--- config.mk ---
export PLATFORM = sky130hd
export DESIGN_NAME = instr_encode
export DESIGN_NICKNAME = d
export VERILOG_FILES = /design/src/rtl/instr_pkg.sv /design/src/rtl/sync_fifo2.sv /design/src/rtl/instr_encode.sv
export SDC_FILE = /design/constraint.sdc
export NUM_CORES = 1
export LEC_CHECK = 0
export CORE_MARGIN = 10
export CORE_UTILIZATION = 54
export CTS_BUF_LIST = sky130_fd_sc_hd__clkbuf_16
export CTS_CLUSTER_DIAMETER = 150
export DETAILED_ROUTE_END_ITERATION = 10
export PLACE_DENSITY = 0.88
export SLEW_MARGIN = 20
export SYNTH_ARGS = -nofsm -noshare
export SYNTH_HDL_FRONTEND = slang
export SYNTH_SLANG_ARGS = --single-unit
export TNS_END_PERCENT = 10
--- constraint.sdc ---
create_clock -name clk -period 8.3 [get_ports clk]
set_input_delay 0.83 -clock clk [delete_from_list [all_inputs] [get_ports clk]]
set_output_delay 0.83 -clock clk [all_outputs]
set_load 0.05 [all_outputs]
--- src/rtl/instr_pkg.sv ---
// Shared definitions for the 30-bit instruction format: field positions,
// flag codes, loader states and the reference field-to-word packer.
package instr_pkg;

    localparam int INSTR_W = 30;

    localparam logic [1:0] FLAG_NOP = 2'd0;
    localparam logic [1:0] FLAG_ALU = 2'd1;
    localparam logic [1:0] FLAG_EXT = 2'd2;
    localparam logic [1:0] FLAG_MEM = 2'd3;

    localparam logic [3:0] OPER_EXT_RR  = 4'd2;
    localparam logic [3:0] OPER_EXT_IMM = 4'd3;

    localparam int FLAG_LSB      = 28;
    localparam int OPER_LSB      = 24;
    localparam int REGA_LSB      = 18;
    localparam int REGB_LSB      = 12;
    localparam int IMM_LSB       = 0;
    localparam int MOP_LSB       = 26;
    localparam int MREGA_LSB     = 20;
    localparam int MADDR_LSB     = 10;
    localparam int MADDR_IMM_LSB = 16;

    typedef enum logic [1:0] {
        ST_IDLE,
        ST_RUN,
        ST_DRAIN,
        ST_FULL
    } state_t;

    typedef struct packed {
        logic               illegal;
        logic [INSTR_W-1:0] word;
    } enc_t;

    function automatic enc_t encode_instr(
        input logic [1:0]  flag,
        input logic [3:0]  oper,
        input logic [5:0]  rega,
        input logic [5:0]  regb,
        input logic [15:0] imm,
        input logic [1:0]  mem_op,
        input logic [9:0]  mem_addr
    );
        enc_t r;
        r.illegal = 1'b0;
        r.word    = '0;
        case (flag)
            FLAG_NOP: ;
            FLAG_ALU: begin
                r.word[FLAG_LSB +: 2] = flag;
                r.word[OPER_LSB +: 4] = oper;
                r.word[REGA_LSB +: 6] = rega;
                r.word[REGB_LSB +: 6] = regb;
            end
            FLAG_EXT: begin
                r.word[FLAG_LSB +: 2] = flag;
                r.word[OPER_LSB +: 4] = oper;
                r.word[REGA_LSB +: 6] = rega;
                if (oper == OPER_EXT_RR) begin
                    r.word[REGB_LSB +: 6] = regb;
                end else if (oper == OPER_EXT_IMM) begin
                    r.word[IMM_LSB +: 16] = imm;
                end else begin
                    r.illegal = 1'b1;
                end
            end
            FLAG_MEM: begin
                r.word[FLAG_LSB +: 2] = flag;
                r.word[MOP_LSB +: 2]  = mem_op;
                // Loads/stores carry a register; the other two ops carry an immediate.
                if (mem_op == 2'd1 || mem_op == 2'd2) begin
                    r.word[MREGA_LSB +: 6]  = rega;
                    r.word[MADDR_LSB +: 10] = mem_addr;
                end else begin
                    r.word[MADDR_IMM_LSB +: 10] = mem_addr;
                    r.word[IMM_LSB +: 16]       = imm;
                end
            end
            default: ;
        endcase
        return r;
    endfunction

endpackage

--- src/rtl/sync_fifo2.sv ---
// Two-entry synchronous FIFO with registered occupancy; the head entry is
// presented combinationally and reads as zero while the FIFO is empty.
module sync_fifo2 #(
    parameter int WIDTH = 40
) (
    input  logic             clk,
    input  logic             rst_n,
    input  logic             clear,
    input  logic             push,
    input  logic [WIDTH-1:0] push_data,
    input  logic             pop,
    output logic             valid,
    output logic             full,
    output logic [1:0]       count,
    output logic [WIDTH-1:0] data
);

    logic [WIDTH-1:0] mem [2];
    logic             wr_ptr;
    logic             rd_ptr;
    logic             push_ok;
    logic             pop_ok;

    assign valid   = (count != 2'd0);
    assign full    = (count == 2'd2);
    assign push_ok = push & ~full;
    assign pop_ok  = pop & valid;
    assign data    = valid ? mem[rd_ptr] : '0;

    always_ff @(posedge clk) begin
        if (!rst_n || clear) begin
            wr_ptr <= 1'b0;
            rd_ptr <= 1'b0;
            count  <= 2'd0;
        end else begin
            if (push_ok) wr_ptr <= ~wr_ptr;
            if (pop_ok)  rd_ptr <= ~rd_ptr;
            count <= count + {1'b0, push_ok} - {1'b0, pop_ok};
        end
    end

    // NOTE: storage is deliberately not reset; the empty-gated data output keeps
    // stale entries invisible, and leaving the array out of reset keeps it plain RAM.
    always_ff @(posedge clk) begin
        if (push_ok) mem[wr_ptr] <= push_data;
    end

endmodule

--- src/rtl/instr_encode.sv ---
// Instruction encoder and program loader: packs decoded field bundles into
// 30-bit words and emits them with sequential instruction-memory addresses.
module instr_encode
    import instr_pkg::*;
#(
    parameter int ADDR_W = 10
) (
    input  logic               clk,
    input  logic               rst_n,
    input  logic               clear,
    input  logic               in_valid,
    output logic               in_ready,
    input  logic [1:0]         in_flag,
    input  logic [3:0]         in_oper,
    input  logic [5:0]         in_rega,
    input  logic [5:0]         in_regb,
    input  logic [15:0]        in_imm,
    input  logic [1:0]         in_mem_op,
    input  logic [9:0]         in_mem_addr,
    input  logic               in_last,
    output logic               out_valid,
    input  logic               out_ready,
    output logic [INSTR_W-1:0] out_instr,
    output logic [ADDR_W-1:0]  out_addr,
    output logic               done,
    output logic               err,
    output logic [7:0]         err_count,
    output logic               prog_full
);

    localparam int                PAYLOAD_W = ADDR_W + INSTR_W;
    localparam logic [ADDR_W-1:0] ADDR_LAST = {ADDR_W{1'b1}};

    state_t                state;
    logic [ADDR_W-1:0]     addr;
    enc_t                  enc;
    logic                  accept;
    logic                  push;
    logic                  drained;
    logic                  fifo_full;
    logic                  fifo_valid;
    logic [1:0]            fifo_count;
    logic [PAYLOAD_W-1:0]  fifo_data;

    assign enc = encode_instr(in_flag, in_oper, in_rega, in_regb, in_imm,
                              in_mem_op, in_mem_addr);

    // NOTE: in_ready is decoded from registered state, so it is gated with rst_n
    // to stay low while reset is held and rise in the first cycle after release.
    assign in_ready  = rst_n & ~fifo_full & (state == ST_IDLE || state == ST_RUN);
    assign accept    = in_valid & in_ready & ~clear;
    assign push      = accept & ~enc.illegal;
    assign drained   = (fifo_count == 2'd0) || (fifo_count == 2'd1 && out_ready);
    assign prog_full = (state == ST_FULL);
    assign out_valid = fifo_valid;
    assign {out_addr, out_instr} = fifo_data;

    sync_fifo2 #(
        .WIDTH(PAYLOAD_W)
    ) u_fifo (
        .clk      (clk),
        .rst_n    (rst_n),
        .clear    (clear),
        .push     (push),
        .push_data({addr, enc.word}),
        .pop      (out_ready),
        .valid    (fifo_valid),
        .full     (fifo_full),
        .count    (fifo_count),
        .data     (fifo_data)
    );

    always_ff @(posedge clk) begin
        if (!rst_n || clear) begin
            state     <= ST_IDLE;
            addr      <= '0;
            err       <= 1'b0;
            done      <= 1'b0;
            err_count <= 8'd0;
        end else begin
            err  <= accept & enc.illegal;
            done <= 1'b0;
            if (accept && enc.illegal && err_count != 8'hFF) err_count <= err_count + 8'd1;
            if (push) addr <= addr + 1'b1;
            case (state)
                ST_IDLE, ST_RUN: begin
                    if (accept) begin
                        if (in_last)                               state <= ST_DRAIN;
                        else if (!enc.illegal && addr == ADDR_LAST) state <= ST_FULL;
                        else                                       state <= ST_RUN;
                    end
                end
                // Finish once the last queued word leaves at this edge.
                ST_DRAIN: begin
                    if (drained) begin
                        done  <= 1'b1;
                        state <= ST_IDLE;
                        addr  <= '0;
                    end
                end
                default: ;
            endcase
        end
    end

endmodule
==> run metrics <==
r2r worst-path depth 4; clk sinks 107; TritonCTS clock tree yes; RSZ-0062 raised after global routing no; Nets 565; Core Area 8763 um2; worst hold path class register to register; average via count per standard cell 5.804; drt pass-1 iters 5; Fillers 570; max cap viols 0; R2R setup slack 5.72 ns; ys flop type edfxtp_1; Max Freq 273.0 MHz; Syn-to-layout area delta 29.45%; total CTS buffers 9; Root Buffer clkbuf_16; Adder-Cell Fraction of Synth Area 0.007710; Die Y 115.0 um; Synth Instances 416; Synth Area in XOR/XNOR 0.01439; #FFs+latches synth 107; global router's overall resource usage 0.1825; post-synthesis mux area share 0.1007; Worst Setup End Kind register; max_slew headroom 0.2946; Die Span X 115.0 um; status completed; Ant. Diodes 0; P per Cell Area 174.4 nW/um2; largest cells by area after synthesis edfxtp_1 49%, dfxtp_1 11%, mux2i_1 10%, nor2_1 4.0%, nand2_1 2.7%; final setup fails 0; Critical Path RT 8.35 ns; post-synthesis cell area 4868 um2; die area 13210 um2; yosys warns 0; GP Congestion 0.8665; compound-gate portion of the synthesized area 0.09715; WS Path Type input pin to register; Post-Syn Nets 471; HPWL after detailed placement 8320 um; htree depth 3; total global routing overflow 0; share of cells above drive strength 1 0.05825; hold path depth 2; number of DRC markers in iteration 0 259; leading area contributor after synthesis edfxtp_1; Unique masters post-synth 48; Clk pin slew, worst setup/hold paths 0.07 ns; setup TNS 0 ns; Post-DRT Antenna Nets 0; Row Count 34; hold_buf cts 0; Routed WL per cell 19.30 um; ys async rst share 0; worst vdd ir 0.0001013 V; slowest cell on the critical path clkdlybuf4s50_1; Worst-Margin Slew 1.054 ns; crit path cell chain clkdlybuf4s50_1, nor2b_1, a2111o_1, nor2_4, buf_8; final std cells w/o fill 623; Tmin final 3.663 ns; hold violation count in the final report 0; Worst EP arrival 3.71 ns; # DRC 0; clk_skew 0.009095 ns; Starting Density 0.5555; Clock Path Buffers 2; # resized after CTS 0; Synth Area in Simple Gates 0.1493; Tcrit/Tclk final 0.4413; share of the synthesized area in the top cell type 0.4934; first-pass GRT wire length 19250 um; crit-path max FO 27; Ports 105; Placed Instances 605; routed wire length 12030 um; Leak 2.033 nW; I/O Buffers 104; Clk Latency, worst-skew pair 0.34 ns; Startpoint Class input pin; antenna violations before repair 0; CP peak stage delay 1.00 ns; Mean Syn Cell Area 11.70 um2; Slew Viols, Final 0; Setup Buffers After CTS 0; EDFF count, synth 80; Seq/Total Area, Yosys 0.6045; vias in the first global route 3739; main combinational cell family by area after synthesis simple AND/OR/NAND/NOR gates; largest net degree at the start of global routing 42; via count 3616
## registers in the layout, summed over array words and instances (netlist names), named ones only
name,cells
addr,10
done,1
err,1
err_count,8
state,2
u_fifo.count,2
u_fifo.mem,80
u_fifo.rd_ptr,1
u_fifo.wr_ptr,1
## cell usage after synthesis (4+ instances only)
cell      number
a21boi_0       4
a21oi_1        7
a221o_1        5
a22o_1         4
and2_1        13
clkbuf_1      20
dfxtp_1       27
edfxtp_1      80
inv_1          7
mux2i_1       49
nand2_1       35
nand2b_1       4
nand3_1       13
nor2_1        52
nor2b_1        4
nor4_1         5
o21ai_0       13
o311ai_0       4
o31ai_1        7
or4_1          4
xnor2_1        4
xor2_1         4
## report_power, final
group / switching, W / internal [W] / total [W] / leakage (nW)
Combinational: 0.0000702 / 0.0000510 / 0.000121 / 0.941
Clock: 0.000189 / 0.000205 / 0.000394 / 0.130
Sequential: 0.00000277 / 0.000581 / 0.000584 / 0.962
## metrics by stage
step | setup slack [ns] | instance area [um2] | util | hold slack, ns | total power (W)
floorplan | 4.116 | 4868 | - | 0.4615 | 0.0006634
global placement | 4.354 | 5978 | 0.6822 | 0.4926 | 0.0007109
detailed placement | 4.211 | 5978 | 0.6822 | 0.5043 | 0.0007149
CTS | 4.516 | 6256 | 0.7139 | 0.5137 | 0.001103
global route | 4.423 | 6302 | 0.7192 | 0.5408 | 0.001139
finish | 4.637 | 6302 | 0.7192 | 0.5097 | 0.001099
## path summary, 6_finish.rpt
path                   start                 to
max               in_flag[0]  u_fifo.mem[0][12]
min                  addr[1]            addr[1]
max reg2reg  u_fifo.count[1]  u_fifo.mem[0][12]
min reg2reg          addr[1]            addr[1]
## metal layers
layer | vias to the layer above | global-route usage | wire length, um
met2 | 146 | 0.3209 | 6340
li1 | 1730 | - | -
met1 | 1713 | 0.2060 | 4631
met4 | 0 | 0.06683 | 280
met5 | - | 0 | 0
met3 | 27 | 0.05156 | 775
## worst max-delay path, delay by kind of cell
family                 cells  cell delay [ns]
buffers and inverters      2             1.26
and+or+nand+nor            2             0.87
AOI/OAI and AO/OA          1             0.72
## cell usage in the layout, fill, tap and decap left out, types with 5 or more instances in the layout
cell type	n
a21oi_1	6
a221o_1	5
and2_1	13
clkbuf_16	9
clkdlybuf4s50_1	104
dfxtp_1	26
edfxtp_1	80
inv_1	8
mux2i_1	49
nand2_1	35
nand3_1	13
nor2_1	49
nor4_1	5
o21ai_0	13
o31ai_1	7
## kinds of logic (layout without fill, tap and decap cells)
group           count (synthesis)  count (layout)
compound gates                 66              66
simple gates                  151             151
xor+xnor                        8               8
mux                            49              49
fa+ha+maj                       3               3
flops                         107             107
buf+inv                        32             131
## cell type report
type,count,area [um2],area share
flip-flops and latches,107,2944,0.4671
multi-input cells,277,1824,0.2895
repair buffers,107,1091,0.1731
clock buffers,9,225.2,0.03574
well taps,108,135.1,0.02144
clock inverters,7,52.55,0.008338
inverters,8,30.03,0.004765
Power figures use the tool's default switching activity.
